<file path="src/rtl/multicycle_control.sv">
// rtl/multicycle_control.sv - multicycle datapath controller FSM
//
// Ports:
//   clk, rst_n          clock, synchronous active-low reset
//   Op[5:0]             opcode field of the instruction register
//   mem_ready           memory access completes this cycle
//   IorD .. RegWrite    single-bit datapath controls
//   PCSrc, ALUSrcB,     2-bit datapath selects; ALUOp: 00 add, 01 sub, 10 Funct
//   ALUOp
//   illegal_op          high during a DECODE cycle holding an unknown opcode
//   state[3:0]          current state code (debug)
//
// Build option: MC_JUMP_EN adds the JUMP state (Op=000010). Without it,
// 000010 decodes as an illegal opcode.

module multicycle_control (
    input  logic       clk,
    input  logic       rst_n,
    input  logic [5:0] Op,
    input  logic       mem_ready,
    output logic       IorD,
    output logic       MemWrite,
    output logic       IRWrite,
    output logic       PCWrite,
    output logic       Branch,
    output logic       ALUSrcA,
    output logic       RegDst,
    output logic       MemtoReg,
    output logic       RegWrite,
    output logic [1:0] PCSrc,
    output logic [1:0] ALUSrcB,
    output logic [1:0] ALUOp,
    output logic       illegal_op,
    output logic [3:0] state
);

    typedef enum logic [3:0] {
        S_FETCH    = 4'd0,
        S_DECODE   = 4'd1,
        S_MEMADR   = 4'd2,
        S_MEMREAD  = 4'd3,
        S_MEMWB    = 4'd4,
        S_MEMWRITE = 4'd5,
        S_EXECUTE  = 4'd6,
        S_ALUWB    = 4'd7,
        S_BRANCH   = 4'd8,
        S_ADDIEXEC = 4'd9,
        S_ADDIWB   = 4'd10
`ifdef MC_JUMP_EN
        ,
        S_JUMP     = 4'd11
`endif
    } state_t;

    localparam logic [5:0] OP_RTYPE = 6'b000000;
    localparam logic [5:0] OP_LW    = 6'b100011;
    localparam logic [5:0] OP_SW    = 6'b101011;
    localparam logic [5:0] OP_BEQ   = 6'b000100;
    localparam logic [5:0] OP_ADDI  = 6'b001000;
    localparam logic [5:0] OP_J     = 6'b000010;

    // Registered control bundle:
    // {IorD, MemWrite, Branch, ALUSrcA, RegDst, MemtoReg, RegWrite,
    //  PCSrc[1:0], ALUSrcB[1:0], ALUOp[1:0], pcwrite_fixed}
    typedef logic [13:0] ctl_t;

    state_t cur;
    state_t nxt;
    logic   op_known;
    logic   pcwrite_fixed;
    logic   fetch_ok;

    // Moore decode of the control bundle for a given state.
    function automatic ctl_t ctl_for(input state_t s);
        ctl_t c;
        c = '0;
        case (s)
            S_FETCH:    c[4:3]   = 2'b01;
            S_DECODE:   c[4:3]   = 2'b11;
            S_MEMADR:   begin c[10] = 1'b1; c[4:3] = 2'b10; end
            S_MEMREAD:  c[13]    = 1'b1;
            S_MEMWB:    begin c[8] = 1'b1; c[7] = 1'b1; end
            S_MEMWRITE: begin c[13] = 1'b1; c[12] = 1'b1; end
            S_EXECUTE:  begin c[10] = 1'b1; c[2:1] = 2'b10; end
            S_ALUWB:    begin c[9] = 1'b1; c[7] = 1'b1; end
            S_BRANCH:   begin c[10] = 1'b1; c[2:1] = 2'b01; c[6:5] = 2'b01; c[11] = 1'b1; end
            S_ADDIEXEC: begin c[10] = 1'b1; c[4:3] = 2'b10; end
            S_ADDIWB:   c[7]     = 1'b1;
`ifdef MC_JUMP_EN
            S_JUMP:     begin c[6:5] = 2'b10; c[0] = 1'b1; end
`endif
            default:    c = '0;
        endcase
        return c;
    endfunction

    always_comb begin
        op_known = 1'b0;
        case (Op)
            OP_RTYPE, OP_LW, OP_SW, OP_BEQ, OP_ADDI: op_known = 1'b1;
`ifdef MC_JUMP_EN
            OP_J:                                    op_known = 1'b1;
`endif
            default:                                 op_known = 1'b0;
        endcase
    end

    always_comb begin
        nxt = S_FETCH;
        case (cur)
            S_FETCH:    nxt = mem_ready ? S_DECODE : S_FETCH;
            S_DECODE: begin
                case (Op)
                    OP_LW, OP_SW: nxt = S_MEMADR;
                    OP_RTYPE:     nxt = S_EXECUTE;
                    OP_BEQ:       nxt = S_BRANCH;
                    OP_ADDI:      nxt = S_ADDIEXEC;
`ifdef MC_JUMP_EN
                    OP_J:         nxt = S_JUMP;
`endif
                    default:      nxt = S_FETCH;
                endcase
            end
            S_MEMADR:   nxt = (Op == OP_LW) ? S_MEMREAD : S_MEMWRITE;
            S_MEMREAD:  nxt = mem_ready ? S_MEMWB : S_MEMREAD;
            S_MEMWRITE: nxt = mem_ready ? S_FETCH : S_MEMWRITE;
            S_EXECUTE:  nxt = S_ALUWB;
            S_ADDIEXEC: nxt = S_ADDIWB;
            default:    nxt = S_FETCH;
        endcase
    end

    // Outputs are registered from the next state so they line up with the
    // state register; unused codes fall into FETCH through the default arms.
    always_ff @(posedge clk) begin
        if (!rst_n) begin
            cur <= S_FETCH;
            {IorD, MemWrite, Branch, ALUSrcA, RegDst, MemtoReg, RegWrite,
             PCSrc, ALUSrcB, ALUOp, pcwrite_fixed} <= ctl_for(S_FETCH);
        end else begin
            cur <= nxt;
            {IorD, MemWrite, Branch, ALUSrcA, RegDst, MemtoReg, RegWrite,
             PCSrc, ALUSrcB, ALUOp, pcwrite_fixed} <= ctl_for(nxt);
        end
    end

    // FETCH write enables follow mem_ready within the cycle and are held off
    // while reset is asserted so no instruction is latched during reset.
    assign fetch_ok   = (cur == S_FETCH) && mem_ready && rst_n;
    assign IRWrite    = fetch_ok;
    assign PCWrite    = fetch_ok || pcwrite_fixed;
    // The opcode only becomes valid in DECODE, after IR was written.
    assign illegal_op = (cur == S_DECODE) && !op_known;
    assign state      = cur;

endmodule

</file>
<file path="config.mk">
export PLATFORM = sky130hd
export DESIGN_NAME = multicycle_control
export DESIGN_NICKNAME = d
export VERILOG_FILES = /design/src/rtl/multicycle_control.sv
export SDC_FILE = /design/constraint.sdc
export NUM_CORES = 1
export LEC_CHECK = 0
export CAP_MARGIN = 20
export CORE_MARGIN = 1
export CORE_UTILIZATION = 44
export CTS_BUF_LIST = sky130_fd_sc_hd__clkbuf_4 sky130_fd_sc_hd__clkbuf_8
export DETAILED_ROUTE_END_ITERATION = 7
export PLACE_DENSITY_LB_ADDON = 0.3
export SYNTH_ARGS = -nofsm -noshare
export SYNTH_HDL_FRONTEND = slang
export SYNTH_SLANG_ARGS = --single-unit
export TNS_END_PERCENT = 100
</file>
<file path="constraint.sdc">
create_clock -name clk -period 2.05 [get_ports clk]
set_clock_uncertainty 0.15 [all_clocks]
set_input_delay 0.41 -clock clk [delete_from_list [all_inputs] [get_ports clk]]
set_output_delay 0.41 -clock clk [all_outputs]
set_load 0.02 [all_outputs]
</file>
# Yosys cells after proc, flatten, opt, wreduce, memory -nomap -nowiden
# Cells that the tools add are included.
[word_totals] regBits=17 in_bits=9 out_inout_bits=20 elab_cells=61
[op_classes] n_eq_ne=20 muxes=17 reduce_logical=13
[op_table] op="$pmux 4 s7" n=1
[op_table] op="$eq 4x3->1 const B" n=6
[op_table] op="$eq 4x2->1 const B" n=4
[op_table] op="$eq 4x4->1 const B" n=4
[op_table] op="$pmux 4 s4" n=1
[op_table] op="$eq 6x6->1 const B" n=2
[op_table] op="$mux 1" n=10
[op_table] op="$mux 3" n=3
[op_table] op="$eq 4x1->1 const B" n=2
[op_table] op="$logic_not 4->1" n=2
[op_table] op="$eq 6x3->1 const B" n=1
[op_table] op="$eq 6x4->1 const B" n=1
[op_table] op="$logic_not 6->1" n=1
[op_table] op="$pmux 2 s3" n=1
[op_table] op="$reduce_or 2->1" n=3
[op_table] op="$reduce_or 5->1" n=1
[op_table] op="$pmux 2 s2" n=1
[op_table] op="$reduce_or 4->1" n=1
[op_table] op="$logic_and 1x1->1" n=3
[op_table] op="$reduce_or 3->1" n=1
[op_table] op="$logic_not 1->1" n=1

# Logic depth before layout (Yosys ltp)
# Gate-level depths: netlist of the first run.
[logic_depth] ltp_word=7 ltp_mapped=6 depth_no_buf=5

# Worst setup path after synthesis of the first run
# No wires, ideal clock.
[synth_timing] kind="reg2out" from="register cur[2] (netlist: state[2])" to="output PCWrite" arrival_ps=1636 t_required_ps=1490 path_slack_ps=-146 path_stages_with_launch=5 n_path_buf=1 cell_sequence="dfxtp_1 nor2_1 nand2_1 nor4_1 buf_4"
[synth_via] elab_chain_cells=3
[synth_rtl] element="start, declared" line="67" rtl="state_t cur;"
[synth_rtl] element="start signal, assigned" line="141" rtl="cur <= nxt;"
[synth_rtl] element="$logic_not 4->1" line="149" rtl="assign fetch_ok = (cur == S_FETCH) && mem_ready && rst_n;"
[synth_rtl] element="$logic_and 1x1->1 (2 in a row)" line="149"
[synth_rtl] element="end, declared" line="24" rtl="output logic PCWrite,"
# No other way between the ends.

# Final worst setup path of the first run
[layout_timing] from="register cur[3] (netlist: state[3])" to="output state[3]"
[layout_lines] element="end, declared" line="34" rtl="output logic [3:0] state"
# No word-level cell between the ends.

==> out/results.ini, run 1 <==
[synthesis]
yosysMostFrequentCell=dfxtp_1
ys_warn_count=0
synthAdderAreaFrac_pct=0
yosys.area_share.simple_pct=36.1
synth_edf_count=0
synth_top_family_by_area=simple AND/OR/NAND/NOR gates
syn_nets=88
synth_area_um2=728
async_reset_ff_share_pct=0
ys_seq_area_share_pct=38.5
synthTopCellsByCount=dfxtp_1 (14), nor2_1 (5), nor3b_1 (5)
ys_ff_latch=14
synth_top_area_share_pct=38.5
ys_types=38
synth_cells=79
synth_compound_area_share_pct=16.7
yosys.area.top_type=dfxtp_1
yosys-top-cells-area=dfxtp_1 (38%), nor3b_1 (5.2%), buf_4 (4.1%)
synth_mux_area_share_pct=0
synthXorXnorAreaFrac_pct=2.41
postSynthAreaPerCell_um2=9.22
synth_ff_type=dfxtp_1

[layout]
n_antenna_cell=0
nFillCells=103
nNetsFinal=135
drive_gt1_share_pct=37.6
area_growth_pct=71.0
stdcell_area_um2=1240

[pwr]
ir_worst_vdd_v=0.000498
power_density_nw_per_um2=485
p_leak_nw=0.542
p_total_mw=0.603

[sta]
slew_violations=0
fin_ws_ns=0.0153
min_period_ns=2.03
fmax_mhz=491
setup_viol=0
hold_viol_final=0
finalCritPeriodShare_pct=99.3

[clock_tree]
htreeDepth=1
cts_sinks=14
clkSlewWorstSetupHoldPaths_ns=0.09
postCtsHoldBufs=0
numCtsBuffers=3
cts_root_buf=clkbuf_4
clockBufferDepth=2
tritoncts=yes
clkLatencyLatePin_ns=0.29

[floorplan]
num_io_pins=29
die_height_um=42.7
num_rows=14
die_area_um2=1820
die-width_um=42.7
core_um2=1520
start_util_pct=47.8

[place]
dp_hpwl_um=1440
place_area_um2=1130
gp_congestion=0.861
post-place-ws_ns=-0.563
port-buffer-count=27

[drt]
vias_per_cell=5.59
wl_per_cell_um=16.5
drt-initial-drc-count=10
num_vias=788
drtPass1Iterations=6
routed_wl_um=2330
drc=0
postRouteAntennaNets=0

[min_path]
hp-class=in -> reg

[job]
max_cap_viol_count=0

[setup_path]
cpMaxStageDelayCell=clkdlybuf4s50_1
critical_path_peak_fanout=5
path_cells=clkdlybuf4s50_1
endpoint_kind=output port
cp-start-kind=flop
arrival_ns=1.47
crit_path_max_incr_delay_ns=0.67
cp_top_family=buffers and inverters
critical_path_buf_inv_count=1
crit_type=reg -> out
worstPathRequired_ns=1.49

[grt]
overflow=0
grt_max_degree=9
grt_pass1_vias=688
grt_usage_pct=22.9
antenna_found_initial=0
grt_pass1_wl_um=3080

[status]
outcome=complete, no violations

-- layout by cell type (no fill, tap or decap), types with 2 or more instances in the layout --
| cell type | n |
|---|---|
| buf_4 | 22 |
| clkdlybuf4s50_1 | 16 |
| dfxtp_1 | 14 |
| dlygate4sd2_1 | 5 |
| nand2_1 | 4 |
| nor2_1 | 4 |
| nor3b_1 | 4 |
| nor2b_1 | 3 |
| clkbuf_4 | 3 |
| dlymetal6s2s_1 | 3 |
| nor3_2 | 2 |
| nand3_2 | 2 |
| inv_1 | 2 |
| o21ai_1 | 2 |
| o21ai_2 | 2 |
| o21ai_0 | 2 |
| nand3_1 | 2 |
| and2_1 | 2 |
-- metal layers --
layer  track usage (%)  routed length [µm]
met1              27.3                 939
met2              40.0                1210
met3              6.81                 144
met4              5.63                  34
met5                 0                   0
-- power by group --
group	leakage (nW)	switching, mW	internal [mW]	total, mW
clock	0.0210	0.0942	0.108	0.203
combinational	0.408	0.0623	0.0614	0.124
sequential	0.113	0.00198	0.275	0.277
total	0.542	0.158	0.445	0.603
-- cells by family (layout without fill, tap and decap cells) --
logic type,Yosys count,count (layout)
AND/OR/NAND/NOR,40,40
AO/OA/AOI/OAI,15,15
flip-flops,14,14
buffers and inverters,7,53
XOR/XNOR,2,2
other,1,1
-- timing repair --
item	4_1_cts	5_1_grt
buffers inserted	1	0
setup endpoints to repair	13	13
pin swaps	1	5
endpoints found under the hold margin	0	0
gates resized for setup	23	18
-- registers in the layout, indices dropped and copies added (netlist names) --
name and flops:
ALUOp 1, ALUSrcB 2, MemWrite 1, ALUSrcA 1, RegDst 1, RegWrite 1
state 4, MemtoReg 1, PCSrc 1, IorD 1
-- path summary, 6_finish.rpt --
check / depth (start not counted) / slack [ns] / from / endpoint
worst max-delay path: 1 / 0.02 / state[3] / state[3]
worst min-delay path: 3 / 0.41 / Op[4] / ALUSrcA
worst max register to register: 6 / 0.13 / state[3] / PCSrc[0]
worst min register to register: 2 / 0.67 / state[3] / RegWrite
-- metrics by stage --
stage | cells | setup TNS (ns) | util, % | hold slack (ns)
after global placement | 136 | -4.44 | 74.3 | 0.591
final | 141 | 0 | 81.7 | 0.410
after CTS | 141 | -0.0152 | 76.8 | 0.614
after detailed placement | 136 | -5.21 | 74.3 | 0.587
after floorplan | 79 | 0 | - | 0.336
after global routing | 141 | -0.0563 | 81.7 | 0.452
-- area by class of cell --
type                            count  area (µm²)  share of cell area [%]
Multi-Input combinational cell     58         489                    39.3
Timing Repair Buffer               47         412                    33.1
Sequential cell                    14         280                    22.5
Clock buffer                        4        36.3                    2.91
Tap cell                           16        20.0                    1.61
Inverter                            2        7.51                   0.603
(Power assumes the default switching activity.)
==> run 2: changes to the inputs <==
--- a/config.mk
+++ b/config.mk
@@ -8,7 +8,7 @@
 export CAP_MARGIN = 20
 export CORE_MARGIN = 1
 export CORE_UTILIZATION = 44
-export CTS_BUF_LIST = sky130_fd_sc_hd__clkbuf_4 sky130_fd_sc_hd__clkbuf_8
+export CTS_BUF_LIST = sky130_fd_sc_hd__clkbuf_4
 export DETAILED_ROUTE_END_ITERATION = 7
 export PLACE_DENSITY_LB_ADDON = 0.3
 export SYNTH_ARGS = -nofsm -noshare
==> run 2 against run 1 <==
Routed wire length down 18%. Clock power down 24%. Worst hold slack improved by 0.23 ns. Flip-flop and latch count is the same. Power shrank 9.4%. Sequential share of layout area up 1.2 points. Non-clock buffer count fell by 1. First-iteration DRC count increased by 110%. Highest routed layer is now met3.
==> out/results.ini, run 2 (same netlist as run 1, synthesis figures left out) <==
[grt]
grt_usage_pct=21.2  ; -1.8 points
antenna_found_initial=0  ; unchanged
grt_pass1_vias=676  ; -1.7%
overflow=0  ; unchanged
grt_max_degree=9  ; unchanged
grt_pass1_wl_um=2910  ; -5.6%

[clock_tree]
clockBufferDepth=2  ; unchanged
tritoncts=yes
post_cts_buffers=0  ; -1
cts_sinks=14  ; unchanged
cts_root_buf=clkbuf_4
htreeDepth=1  ; unchanged
numCtsBuffers=3  ; unchanged
clkSlewWorstSetupHoldPaths_ns=0.08  ; about the same
postCtsHoldBufs=0  ; unchanged
clkLatencyLatePin_ns=0.27  ; -0.02 ns

[layout]
fin_util_pct=78.0  ; -3.7 points
nFillCells=111  ; +7.8%
largest_reg_flops=4  ; unchanged
final_cell_mix=buf_4 (19), clkdlybuf4s50_1 (18), dfxtp_1 (13)
area_growth_pct=63.2
n_antenna_cell=0  ; unchanged
layout_commonest_cell=buf_4
drive_gt1_share_pct=33.1  ; -4.5 points
nNetsFinal=134  ; -0.74%

[floorplan]
core_um2=1520  ; unchanged
num_io_pins=29  ; unchanged
die_height_um=42.7  ; unchanged
die_area_um2=1820  ; unchanged
num_rows=14  ; unchanged
start_util_pct=47.8  ; unchanged
die-width_um=42.7  ; unchanged

[pwr]
seqPwrFrac_pct=50.7  ; +4.8 points
clockPowerShare_pct=28.3  ; -5.3 points
power_density_nw_per_um2=460  ; -5.1%
p_comb_share_pct=21.0  ; +0.5 points
p_leak_nw=0.504  ; -7.0%
ir_worst_vdd_v=0.000444  ; -11%
power.internal_mw=0.404  ; -9.1%
swShare_pct=26.0  ; -0.24 points
p_sw_mw=0.142  ; -10%

[sta]
rsz0062_at_grt=yes
hold_viol_final=0  ; unchanged
holdWs_ns=0.643  ; +0.233 ns
slew_violations=0  ; unchanged
finalCritPeriodShare_pct=99.4  ; +0.16 points
fin_ws_ns=0.0121  ; -0.00320 ns
worst_pin_slew_ns=0.625
setup_viol=0  ; unchanged
fmax_mhz=491  ; -0.16%
min_period_ns=2.04  ; +0.00320 ns
slew_headroom_pct=57.9

[setup_path]
cp-start-kind=input pin
crit_type=in -> reg
endpoint_kind=flop
worstPathRequired_ns=2.09  ; +0.60 ns
arrival_ns=2.08  ; +0.61 ns
critical_path_peak_fanout=4  ; -1

[drt]
wl_per_cell_um=13.6  ; -17%
num_vias=744  ; -5.6%
postRouteAntennaNets=0  ; unchanged
drtPass1Iterations=4  ; -2
routed_wl_um=1910  ; -18%
drc=0  ; unchanged
drt-initial-drc-count=21  ; +11
vias_per_cell=5.31  ; -4.9%

[job]
max_cap_viol_count=0  ; unchanged

[place]
dp_hpwl_um=1440  ; unchanged
post-place-ws_ns=-0.563  ; unchanged
port-buffer-count=27  ; unchanged
gp_congestion=0.861  ; unchanged

[min_path]
hp-class=reg -> reg

[status]
outcome=complete, no violations

## run 2: path summary, 6_finish.rpt
path / start / depth (start not counted) / slack [ns] / endpoint
worst min-delay path: state[3] / 2 / 0.64 / RegWrite
worst min register to register: state[3] / 2 / 0.64 / RegWrite
worst max register to register: state[3] / 6 / 0.17 / MemWrite
worst max-delay path: Op[4] / 7 / 0.01 / ALUSrcB[0]
## run 2: power by group through the flow
stage               Clock (mW)  Sequential, mW  Combinational [mW]
finish                   0.154           0.277               0.115
global route             0.171           0.278               0.123
CTS                      0.159           0.277               0.109
detailed placement           0           0.284               0.113
global placement             0           0.283               0.109
floorplan                    0           0.289              0.0437
## run 2: stage by stage
step	cell area, µm²	instances	power [mW]	TNS (ns)
2_1_floorplan	734	79	0.332	0
3_5_place_dp	1130	136	0.396	-5.21
3_3_place_gp	1130	136	0.393	-4.44
4_1_cts	1160	140	0.545	0
6_report	1190	140	0.547	0
5_1_grt	1190	140	0.572	-0.135
## run 2: timing repair
item | 4_1_cts | 5_1_grt
endpoints found under the setup margin | 12 | 10
gates resized for setup | 25 | 8
pin swaps | 2 | 4
## run 2: area by class of cell
type                       count  area [µm²]  area share (%)
multi-input combinational     58         453            38.1
timing repair buffer          46         400            33.7
sequential                    14         282            23.7
clock buffer                   3        22.5            1.89
tap                           16        20.0            1.68
inverter                       2        7.51           0.632
clock inverter                 1        3.75           0.316
## run 2: routing by layer
metal	vias to the layer above	wire [µm]	global-route usage, %
met5	-	0	0
met4	0	0	2.50
met3	0	92	6.81
met2	22	986	36.7
met1	344	828	26.2
li1	378	-	-
## run 2: worst max-delay path, stage by stage
cell and delay [ns]:
clkdlybuf4s50_1 0.44, buf_4 0.16, or4_4 0.41, o21ai_2 0.15, nand3_2 0.11, nand2b_4 0.17, o21ai_0 0.22
==> run 3: changes to the inputs <==
--- a/config.mk
+++ b/config.mk
@@ -14,4 +14,4 @@
 export SYNTH_ARGS = -nofsm -noshare
 export SYNTH_HDL_FRONTEND = slang
 export SYNTH_SLANG_ARGS = --single-unit
-export TNS_END_PERCENT = 100
+export TNS_END_PERCENT = 1
==> run 3 against run 2 <==
Flip-flop and latch count is the same. Register-to-register slack about the same. Fmax increased by 0.31%. Clock power is essentially flat. Routed wire length increased by 3.6%. Power up 0.96%. Worst hold slack lost 0.22 ns. Final cell count unchanged. Die area did not move. Critical endpoint is now illegal_op. Highest routed layer unchanged.
==> out/results.ini, run 3 (same netlist as run 1, synthesis figures left out) <==
[sta]
setup_tns_ns=0  ; unchanged
slew_violations=0  ; unchanged
setup_viol=0  ; unchanged
hold_viol_final=0  ; unchanged
min_period_ns=2.03  ; -0.00620 ns
slew_headroom_pct=57.9  ; about the same
finalCritPeriodShare_pct=99.1  ; -0.30 points
fmax_mhz=492  ; +0.31%
worst_pin_slew_ns=0.625  ; +0.000300 ns
rsz0062_at_grt=yes

[layout]
area_growth_pct=67.7
layout_commonest_cell=buf_4
largest_reg_flops=4  ; unchanged
drive_gt1_share_pct=35.5  ; +2.4 points
fin_util_pct=80.1  ; +2.1 points
final_cell_mix=buf_4 (19), clkdlybuf4s50_1 (17), dfxtp_1 (13)
nNetsFinal=134  ; unchanged
nFillCells=103  ; -7.2%
n_antenna_cell=0  ; unchanged

[drt]
routed_wl_um=1980  ; +3.6%
drt-initial-drc-count=13  ; -38%
vias_per_cell=5.34  ; +0.54%
drc=0  ; unchanged
wl_per_cell_um=14.1  ; +3.6%
num_vias=748  ; +0.54%
drtPass1Iterations=4  ; unchanged
postRouteAntennaNets=0  ; unchanged

[grt]
antenna_found_initial=0  ; unchanged
overflow=0  ; unchanged
grt_pass1_vias=664  ; -1.8%
grt_max_degree=9  ; unchanged
grt_usage_pct=20.8  ; -0.35 points
grt_pass1_wl_um=2860  ; -1.9%

[floorplan]
die_area_um2=1820  ; unchanged
num_io_pins=29  ; unchanged
start_util_pct=47.8  ; unchanged
die_height_um=42.7  ; unchanged
die-width_um=42.7  ; unchanged
core_um2=1520  ; unchanged
num_rows=14  ; unchanged

[min_path]
hp-class=in -> reg
worstHoldStart=Op[4]

[setup_path]
startpoint=Op[0]
endpoint_kind=output port
r2r-start=state[3]
arrival_ns=1.47  ; -0.61 ns
cp-start-kind=input pin
cpMaxStageDelayCell=dlygate4sd2_1
path_cells=dlygate4sd2_1 > nor3_2 > a21oi_2 > nor2_1 > nor3b_2 > buf_4
crit_type=in -> out
critical_path_peak_fanout=4  ; unchanged
worstPathRequired_ns=1.49  ; -0.60 ns
crit_path_max_incr_delay_ns=0.29  ; -0.15 ns

[clock_tree]
postCtsHoldBufs=0  ; unchanged
tritoncts=yes
cts_root_buf=clkbuf_4
cts_sinks=14  ; unchanged
htreeDepth=1  ; unchanged
clkLatencyLatePin_ns=0.27  ; about the same
numCtsBuffers=3  ; unchanged
clkSlewWorstSetupHoldPaths_ns=0.08  ; about the same
clockBufferDepth=2  ; unchanged

[place]
port-buffer-count=27  ; unchanged
gp_congestion=0.861  ; unchanged
dp_hpwl_um=1440  ; unchanged

[job]
max_cap_viol_count=0  ; unchanged

[pwr]
p_leak_nw=0.527  ; +4.6%
power_density_nw_per_um2=452  ; -1.7%
ir_worst_vdd_v=0.000444  ; about the same

[status]
outcome=complete, no violations

==> run 3: routing by layer <==
metal | global-route usage (%) | vias up | share of wire (%)
met1 | 25.9 | 354 | 46
met5 | 0 | - | 0
met2 | 35.8 | 16 | 50
met3 | 6.81 | 0 | 4.1
li1 | - | 378 | -
met4 | 2.50 | 0 | 0
==> run 3: power breakdown <==
group          internal [mW]  switching (mW)  leakage (nW)
sequential             0.275         0.00193         0.114
clock                 0.0705          0.0832        0.0154
combinational         0.0612          0.0597         0.398
==> run 3: path summary, 6_finish.rpt <==
| kind | cells past startpoint | endpoint | slack (ns) |
|---|---|---|---|
| worst max-delay path | 6 | illegal_op | 0.02 |
| worst min-delay path | 3 | ALUSrcA | 0.42 |
| worst max register to register | 6 | MemWrite | 0.16 |
| worst min register to register | 2 | RegWrite | 0.63 |
==> run 3: timing repair <==
item | in CTS | in global routing
pin swaps | 1 | 4
gates resized for setup | 21 | 17
endpoints found under the setup margin | 12 | 13
gates cloned | 0 | 0
buffers inserted | 0 | 0
==> run 3: layout make-up <==
type                            count  area [µm²]  area share [%]
Tap cell                           16        20.0            1.64
Sequential cell                    14         282            23.1
Clock inverter                      1        3.75           0.307
Inverter                            2        7.51           0.615
Multi-Input combinational cell     58         479            39.2
Clock buffer                        3        22.5            1.84
Timing Repair Buffer               46         407            33.3
==> run 3: critical path: cells and delay by family <==
family / cells / cell delay (ns)
buffers and inverters: 2 / 0.45
AND/OR/NAND/NOR: 3 / 0.52
AO/OA/AOI/OAI: 1 / 0.08
==> run 3: through the flow <==
step                setup slack [ns]  area, µm²  hold slack (ns)  std cells  power, mW
floorplan                      0.118        734            0.336         79      0.332
global placement              -0.484       1130            0.591        136      0.393
detailed placement            -0.563       1130            0.587        136      0.396
CTS                          -0.0152       1150            0.614        140      0.544
global route                 -0.0834       1220            0.434        140      0.577
finish                        0.0183       1220            0.419        140      0.552
